## src/rtl/tdt_jtag_host.sv

```systemverilog
// JTAG host engine: turns TAP reset / IR scan / DR scan commands into TCLK/TMS/TDI
// waveforms and returns the TDO bits captured during the shift ticks.
module tdt_jtag_host #(
   parameter int unsigned CLK_DIV = 4,
   parameter int unsigned MAX_LEN = 64,
   parameter int unsigned LEN_W   = 7
) (
   input  logic               clk,
   input  logic               rst_b,
   input  logic               cmd_vld,
   output logic               cmd_ready,
   input  logic [1:0]         cmd_type,
   input  logic [LEN_W-1:0]   cmd_len,
   input  logic [MAX_LEN-1:0] cmd_data,
   output logic               rsp_vld,
   output logic [MAX_LEN-1:0] rsp_data,
   output logic               busy,
   output logic               host_dtm_tclk,
   output logic               host_dtm_tms,
   output logic               host_dtm_tdi,
   input  logic               dtm_host_tdo
);
   localparam int unsigned PH_W  = (CLK_DIV > 1) ? $clog2(CLK_DIV) : 1;
   localparam int unsigned CNT_W = LEN_W + 1;
   localparam int unsigned IDX_W = (MAX_LEN > 1) ? $clog2(MAX_LEN) : 1;
   localparam logic [PH_W-1:0]  PH_LAST = PH_W'(CLK_DIV - 1);
   localparam logic [CNT_W-1:0] LEN_MAX = CNT_W'(MAX_LEN);

   typedef enum logic [2:0] {
      S_IDLE, S_RST, S_PRE, S_SHIFT, S_POST, S_DONE
   } state_t;

   state_t             r_state, w_state_nx;
   logic [PH_W-1:0]    r_phase, w_phase_nx;
   logic [CNT_W-1:0]   r_tick, w_tick_nx;
   logic [CNT_W-1:0]   r_len, w_len_nx;
   logic               r_ir, w_ir_nx;
   logic [MAX_LEN-1:0] r_data, w_data_nx;
   logic [MAX_LEN-1:0] r_cap, w_cap_nx;
   logic [MAX_LEN-1:0] r_rsp_data, w_rsp_data_nx;
   logic               r_rsp_vld, w_rsp_vld_nx;
   logic               r_ready, w_ready_nx;
   logic               r_busy, w_busy_nx;
   logic               r_tclk, w_tclk_nx;
   logic               r_tms, w_tms_nx;
   logic               r_tdi, w_tdi_nx;
   logic [CNT_W-1:0]   w_len_eff;
   logic               w_xfer;

   // TMS level for a given tick of a given sequencing state
   function automatic logic tms_of(input state_t st, input logic [CNT_W-1:0] tick,
                                   input logic ir, input logic [CNT_W-1:0] len);
      case (st)
         S_RST:   return tick != CNT_W'(5);
         S_PRE:   return ir ? (tick < CNT_W'(2)) : (tick == '0);
         S_SHIFT: return tick == (len - CNT_W'(1));
         S_POST:  return tick == '0;
         default: return 1'b0;
      endcase
   endfunction

   function automatic logic [CNT_W-1:0] last_of(input state_t st, input logic ir,
                                                input logic [CNT_W-1:0] len);
      case (st)
         S_RST:   return CNT_W'(5);
         S_PRE:   return ir ? CNT_W'(3) : CNT_W'(2);
         S_SHIFT: return len - CNT_W'(1);
         default: return CNT_W'(1);
      endcase
   endfunction

   always_ff @(posedge clk) begin
      if (!rst_b) begin
         r_state    <= S_IDLE;
         r_phase    <= '0;
         r_tick     <= '0;
         r_len      <= '0;
         r_ir       <= 1'b0;
         r_data     <= '0;
         r_cap      <= '0;
         r_rsp_data <= '0;
         r_rsp_vld  <= 1'b0;
         r_ready    <= 1'b1;
         r_busy     <= 1'b0;
         r_tclk     <= 1'b0;
         r_tms      <= 1'b1;
         r_tdi      <= 1'b0;
      end else begin
         r_state    <= w_state_nx;
         r_phase    <= w_phase_nx;
         r_tick     <= w_tick_nx;
         r_len      <= w_len_nx;
         r_ir       <= w_ir_nx;
         r_data     <= w_data_nx;
         r_cap      <= w_cap_nx;
         r_rsp_data <= w_rsp_data_nx;
         r_rsp_vld  <= w_rsp_vld_nx;
         r_ready    <= w_ready_nx;
         r_busy     <= w_busy_nx;
         r_tclk     <= w_tclk_nx;
         r_tms      <= w_tms_nx;
         r_tdi      <= w_tdi_nx;
      end
   end

   always_comb begin
      w_state_nx    = r_state;
      w_phase_nx    = r_phase;
      w_tick_nx     = r_tick;
      w_len_nx      = r_len;
      w_ir_nx       = r_ir;
      w_data_nx     = r_data;
      w_cap_nx      = r_cap;
      w_rsp_data_nx = r_rsp_data;
      w_rsp_vld_nx  = 1'b0;
      w_tclk_nx     = r_tclk;
      w_tms_nx      = r_tms;
      w_tdi_nx      = r_tdi;
      w_xfer        = cmd_vld && r_ready;

      if (cmd_len == '0)                 w_len_eff = CNT_W'(1);
      else if (CNT_W'(cmd_len) > LEN_MAX) w_len_eff = LEN_MAX;
      else                                w_len_eff = CNT_W'(cmd_len);

      if (w_xfer) begin
         // First tick of every sequence drives TMS=1; reserved type runs as TAP reset
         w_state_nx = ((cmd_type == 2'd1) || (cmd_type == 2'd2)) ? S_PRE : S_RST;
         w_ir_nx    = (cmd_type == 2'd1);
         w_len_nx   = w_len_eff;
         w_data_nx  = cmd_data;
         w_cap_nx   = '0;
         w_tick_nx  = '0;
         w_phase_nx = '0;
         w_tclk_nx  = 1'b0;
         w_tms_nx   = 1'b1;
         w_tdi_nx   = 1'b0;
      end else if (r_state == S_DONE) begin
         w_state_nx = S_IDLE;
      end else if (r_state != S_IDLE) begin
         if (r_phase != PH_LAST) begin
            w_phase_nx = r_phase + PH_W'(1);
         end else if (!r_tclk) begin
            w_phase_nx = '0;
            w_tclk_nx  = 1'b1;
            if (r_state == S_SHIFT) w_cap_nx[IDX_W'(r_tick)] = dtm_host_tdo;
         end else begin
            w_phase_nx = '0;
            w_tclk_nx  = 1'b0;
            if (r_tick == last_of(r_state, r_ir, r_len)) begin
               w_tick_nx = '0;
               case (r_state)
                  S_PRE:   w_state_nx = S_SHIFT;
                  S_SHIFT: w_state_nx = S_POST;
                  default: w_state_nx = S_DONE;
               endcase
            end else begin
               w_tick_nx = r_tick + CNT_W'(1);
            end
            if (w_state_nx == S_DONE) begin
               w_rsp_vld_nx  = 1'b1;
               w_rsp_data_nx = r_cap;
               w_tms_nx      = 1'b0;
               w_tdi_nx      = 1'b0;
            end else begin
               w_tms_nx = tms_of(w_state_nx, w_tick_nx, r_ir, r_len);
               w_tdi_nx = (w_state_nx == S_SHIFT) ? r_data[IDX_W'(w_tick_nx)] : 1'b0;
            end
         end
      end

      w_ready_nx = (w_state_nx == S_IDLE) || (w_state_nx == S_DONE);
      w_busy_nx  = !w_ready_nx;
   end

   assign cmd_ready     = r_ready;
   assign busy          = r_busy;
   assign rsp_vld       = r_rsp_vld;
   assign rsp_data      = r_rsp_data;
   assign host_dtm_tclk = r_tclk;
   assign host_dtm_tms  = r_tms;
   assign host_dtm_tdi  = r_tdi;

endmodule
```

## config.mk

```make
export PLATFORM = sky130hd
export DESIGN_NAME = tdt_jtag_host
export DESIGN_NICKNAME = d
export VERILOG_FILES = /design/src/rtl/tdt_jtag_host.sv
export SDC_FILE = /design/constraint.sdc
export NUM_CORES = 1
export LEC_CHECK = 0
export CAP_MARGIN = 20
export CORE_MARGIN = 2
export CORE_UTILIZATION = 30
export CTS_BUF_LIST = sky130_fd_sc_hd__clkbuf_8 sky130_fd_sc_hd__clkbuf_16
export DETAILED_ROUTE_END_ITERATION = 8
export GPL_ROUTABILITY_DRIVEN = 0
export PLACE_DENSITY = 0.49
export SYNTH_ARGS = -nofsm -noshare
export SYNTH_HDL_FRONTEND = slang
export SYNTH_SLANG_ARGS = --single-unit
```

## constraint.sdc

```tcl
create_clock -name clk -period 7.5 [get_ports clk]
set_input_delay 1.5 -clock clk [delete_from_list [all_inputs] [get_ports clk]]
set_output_delay 1.5 -clock clk [all_outputs]
set_load 0.005 [all_outputs]
```

# Yosys cells after proc, flatten, opt, wreduce, memory -nomap -nowiden
# Index checks and enable logic that the tools add are counted.
# classes
order_cmp,5
n_bitwise,6
add_sub_neg,3
n_eq_ne,16
n_reduce_logical,16
muxes,41
# ops
op,n
two-way mux 8 bit,11
bitwise mux 64 bit,1
two-way mux 3 bit,11
case mux 8 bit (3 select lines),1
== test 8 bit,2
"< comparator 6 x 7 -> 1 bit, second input constant",2
two-way mux 7 bit,2
"== test 3 x 2 -> 1 bit, second input constant",4
"== test 3 bit, second input constant",4
two-way mux 1 bit,9
"adder 8 x 1 -> 8 bit, second input constant",1
zero test 8 bit,1
"< comparator 8 x 2 -> 1 bit, second input constant",1
"inequality test 8 x 3 -> 1 bit, second input constant",1
"subtractor 8 x 1 -> 8 bit, second input constant",1
"> comparator 7 bit, second input constant",1
zero test 7 bit,1
binary-select mux 1 bit (select 6 bit),1
demux 1 bit (select 6 bit),1
"== test 3 x 1 -> 1 bit, second input constant",2
"greater-or-equal comparator 6 x 1 -> 1 bit, second input constant",1
inverter 1 bit,6
case mux 3 bit (2 select lines),1
AND reduction 6 bit,1
other kinds (17),20
# word_totals
output_inout_bits,70
reg_bits,220
elab_cells,101
input_bits,77

# Logic depth before layout (Yosys ltp)
# depth
depth_word,22
depth_mapped,15
depth_no_buf,11

# Worst setup path before layout
# No wires, ideal clock.
# synth_path
path_kind,register to register
start,register r_len[0]
end,"register r_rsp_data[33], in the netlist rsp_data[33]"
setup_slack_ps,4346
required_time_ps,7384
setup_ps,116
arrival_ps,3037
period_less_slack_ps,3154
path_stages_with_launch,15
n_path_buf,3
cell_sequence,dfxtp_1 clkbuf_1 inv_1 ha_1 or4b_1 o21ai_1 o21ai_1 a211o_1 a2111oi_4 nor2b_1 buf_2 nand3_1 clkbuf_1 nand2_1 a21boi_1
# synth_via
elab_chain_len,16
# synth_rtl
item,line,text
"start, declared",36,"logic [CNT_W-1:0] r_len, w_len_nx;"
"start signal, assigned",92,r_len <= w_len_nx;
subtractor 8 x 1 -> 8 bit,67,S_SHIFT: return len - CNT_W'(1);
case mux 8 bit (3 select lines),64,case (st)
two-way mux 8 bit,142,end else if (!r_tclk) begin
two-way mux 8 bit,140,if (r_phase != PH_LAST) begin
two-way mux 8 bit,139,end else if (r_state != S_IDLE) begin
two-way mux 8 bit,137,end else if (r_state == S_DONE) begin
two-way mux 8 bit,125,if (w_xfer) begin
== test 8 bit,149,"if (r_tick == last_of(r_state, r_ir, r_len)) begin"
two-way mux 3 bit,149,
two-way mux 3 bit,142,
two-way mux 3 bit,140,
two-way mux 3 bit,139,
two-way mux 3 bit,137,
two-way mux 3 bit,125,
== test 3 bit,159,if (w_state_nx == S_DONE) begin
AND reduction 6 bit (no source line),n/a,
"end signal, assigned",96,r_rsp_data <= w_rsp_data_nx;
"end, declared",40,"logic [MAX_LEN-1:0] r_rsp_data, w_rsp_data_nx;"
# Every way passes these cells. The select of a mux whose other input is x is not followed.
# A chain may end at the register's enable or synchronous reset.

# Worst setup path after layout
# layout_path
start,register r_len[0]
end,"register r_rsp_data[11], in the netlist rsp_data[11]"
# The elaborated chain is that of the path after synthesis.

==> results.cfg <==
[status]
outcome = finished, final reports clean

[synthesis]
netlist_instances = 1244
postSynthAreaPerCell_sq_um = 7.98
synth-main-ff-cell = dfxtp_1
syn_area_sq_um = 9930
synth_edf_count = 0
synth_warnings = 0
synth_nets = 1325
ys_ff_latch = 219
ys_seq_area_share_pct = 44.1
synthArstFlopShare_pct = 0
ys_types = 59

[route]
drtIter0Drc = 432
vias_per_cell = 4.76
wl_per_cell_um = 15.0
ant_nets = 0
routed_wl_mm = 26.8
drc = 0
dr.pass1.iters = 5
vias = 8541

[place]
dpl.hpwl_mm = 17.6
pre_cts_slack_ns = 3.22
io_buffers = 146
placedCellCount = 1746

[timing]
hold_violations = 0
worst_slew_pin_slew_ns = 1.01
final_max_slew_viol_count = 0
min_period_ns = 4.25
fmax_ghz = 0.235
finalSetupTns_ns = 0
fin_skew_ns = 0.00963
setup-violations-final = 0
worst_slack_ns = 3.25
hold_slack_ns = 0.449
grt_setup_unrepaired = false
slew_headroom_pct = 32.4
fin_crit_sh_pct = 56.7

[clocking]
clkSlewWorstSetupHoldPaths_ns = 0.06
cts_max_level = 1
numCtsBuffers = 26
clk_latency_ns = 0.52
cts-root-buf = clkbuf_16
tritoncts = done
cts_resized = 0
cts_hold_buf = 0
cts_buffer_depth = 3
cts_setup_buffers = 0
cts_sinks = 219

[die]
start_util_pct = 30.5
row_count = 66
die_area_sq_um = 34600
dieWidth_um = 186
ioPinCount = 147
core-area_sq_um = 32500
die_h_um = 186

[critical_path]
critPathRequiredTime_ns = 7.90
critPathSlowestCell = nand3_2
start_kind = flip-flop
r2r_setup_slack_ns = 3.25
criticalPathCategory = flip-flop to flip-flop
crit_end = rsp_data[11]$_SDFFE_PN0P_
worstReg2RegEnd = rsp_data[11]$_SDFFE_PN0P_
critPathMaxStageDelay_ns = 0.73
worstPathCellList = inv_1, ha_1, or4b_1, o21ai_1, o21ai_1, a211o_1, a2111oi_4, nor2b_1, nand3_2, buf_4, nand2_1, a21boi_0
ff2ff_path_depth = 12
rr_startpoint = r_len[0]$_SDFFE_PN0P_
cp.depth = 12
end_kind = flip-flop
startpoint = r_len[0]$_SDFFE_PN0P_
path_max_fanout = 33
critPathTopFamily = simple AND/OR/NAND/NOR gates
crit_path_frequent_cell = o21ai_1
cp_num_buf_inv = 2
critical_path_arrival_ns = 4.65

[global_routing]
grt_remaining_overflow = 0
grt_first_pass_wirelength_mm = 43.1
grt_use_total_pct = 15.4
antenna_found_initial = 1
grt_pass1_vias = 7980
grt_max_degree = 80

[pwr]
power.density_nw_per_um2 = 206
vdd_ir_drop_max_mv = 0.147
leakage_nw = 4.19

[layout]
antennaDiodeCount = 0
area_growth_pct = 26.0
post_route_cells_drive_above_1_share_pct = 7.24
nets = 1417
final_cell_mix = nand2_1, dfxtp_1, clkdlybuf4s50_1, a21boi_0, a21oi_1
stdcell_count = 1795
nFillCells = 3453
final_common_cell = nand2_1

[job]
maxCapViolCount = 0

[hold_path]
hp-class = flip-flop to flip-flop
worst min-delay path by stage:
stage | endpoint | startpoint | slack, ns | cells past startpoint
2_1_floorplan | rsp_data[56]$_SDFFE_PN0P_ | r_cap[56]$_SDFFE_PP0P_ | 0.43 | 2
3_3_place_gp | rsp_data[44]$_SDFFE_PN0P_ | r_cap[44]$_SDFFE_PP0P_ | 0.44 | 2
3_5_place_dp | rsp_data[50]$_SDFFE_PN0P_ | r_cap[50]$_SDFFE_PP0P_ | 0.44 | 2
4_1_cts | rsp_data[50]$_SDFFE_PN0P_ | r_cap[50]$_SDFFE_PP0P_ | 0.45 | 2
5_1_grt | rsp_data[51]$_SDFFE_PN0P_ | r_cap[51]$_SDFFE_PP0P_ | 0.46 | 2
6_report | rsp_data[44]$_SDFFE_PN0P_ | r_cap[44]$_SDFFE_PP0P_ | 0.45 | 2
synth_stat cells, types with 2 or more instances:
master     count  area, sq um
nand2b_1       8         50.1
nor3_1        19         95.1
mux2i_1        9         90.1
and3_1         4         25.0
nand3_1       69          345
o221ai_1       2         17.5
xnor2_1       17          149
o22a_1         2         17.5
mux4_2        18          405
dfxtp_1      219         4380
nand4_1        5         31.3
a21boi_1      49          368
o31ai_1        2         15.0
a211oi_1       2         15.0
nand2_1      409         1540
nand3b_1       8         60.1
nor2_1        47          176
o21a_1         2         15.0
buf_2          9         45.0
o21ai_0       11         55.1
a21oi_1       76          380
a21boi_0      87          653
mux2_2         2         22.5
inv_1          6         22.5
a2bb2oi_1      2         17.5
clkbuf_1      78          293
o31a_1         2         17.5
and2_1         5         31.3
nor2b_1        7         43.8
xor2_1         7         61.3
o21ai_1        2         10.0
or2_2          4         25.0
buf_1         11         41.3
o22ai_1        2         12.5
buf_6          6         67.6
a31oi_1        3         18.8
nor3b_1        7         52.6
and3b_1        2         17.5
ha_1           4         50.1
through the flow:
step / instance area (sq um) / power [W] / util (%)
floorplan: 9930 / 0.00135 / -
global placement: 11600 / 0.00142 / 35.8
detailed placement: 11700 / 0.00143 / 35.9
CTS: 12500 / 0.00262 / 38.4
global route: 12500 / 0.00268 / 38.5
finish: 12500 / 0.00257 / 38.5
final cells by class:
type	count	area (sq um)	share of cell area (%)
Sequential cell	219	4380	35.0
Timing Repair Buffer	168	1640	13.1
Multi-Input combinational cell	915	5110	40.9
Inverter	6	22.5	0.180
Clock inverter	14	70.1	0.560
Clock buffer	31	731	5.84
Tap cell	442	553	4.42
cell families (layout without fill, tap and decap cells):
| kind of cell | Yosys count | in the layout | synth area share [%] |
|---|---|---|---|
| muxes | 29 | 29 | 5.21 |
| xor gates and xnor gates | 25 | 25 | 2.34 |
| AOI/OAI and AO/OA | 256 | 256 | 17.5 |
| buffers and inverters | 110 | 219 | 4.72 |
| DFF | 219 | 219 | 44.1 |
| adders and majority gates | 4 | 4 | 0.504 |
| and+or+nand+nor | 601 | 601 | 25.6 |
state kept, by name, summed over array words and instances (netlist names):
name	cells
rsp_vld	1
r_data	64
rsp_data	64
cmd_ready	1
host_dtm_tdi	1
host_dtm_tms	1
host_dtm_tclk	1
r_cap	64
r_state	3
r_ir	1
r_phase	2
r_len	7
busy	1
r_tick	8
per-layer routing:
metal  GRT usage (%)  share of wire (%)  up-vias  wire (um)
li1                -                  -     4352          -
met1            21.5                 49     3978      13100
met2            24.3                 44      181      11800
met3            3.15                5.3       30       1430
met4            3.62                1.9        0        505
met5               0                  0        -          0
report_power, final:
| part | internal (W) | leakage (nW) | switching, W |
|---|---|---|---|
| Sequential | 0.00119 | 1.78 | 0.0000182 |
| Clock | 0.000686 | 0.420 | 0.000486 |
| Combinational | 0.0000925 | 2.00 | 0.0000984 |
worst register-to-register path: stages (launching register included):
cell and delay [ns]:
dfxtp_1 0.41, inv_1 0.10, ha_1 0.23, or4b_1 0.47, o21ai_1 0.15, o21ai_1 0.09, a211o_1 0.34, a2111oi_4 0.38
nor2b_1 0.49, nand3_2 0.73, buf_4 0.53, nand2_1 0.12, a21boi_0 0.07
No activity file was read; power rests on OpenSTA's default activity.
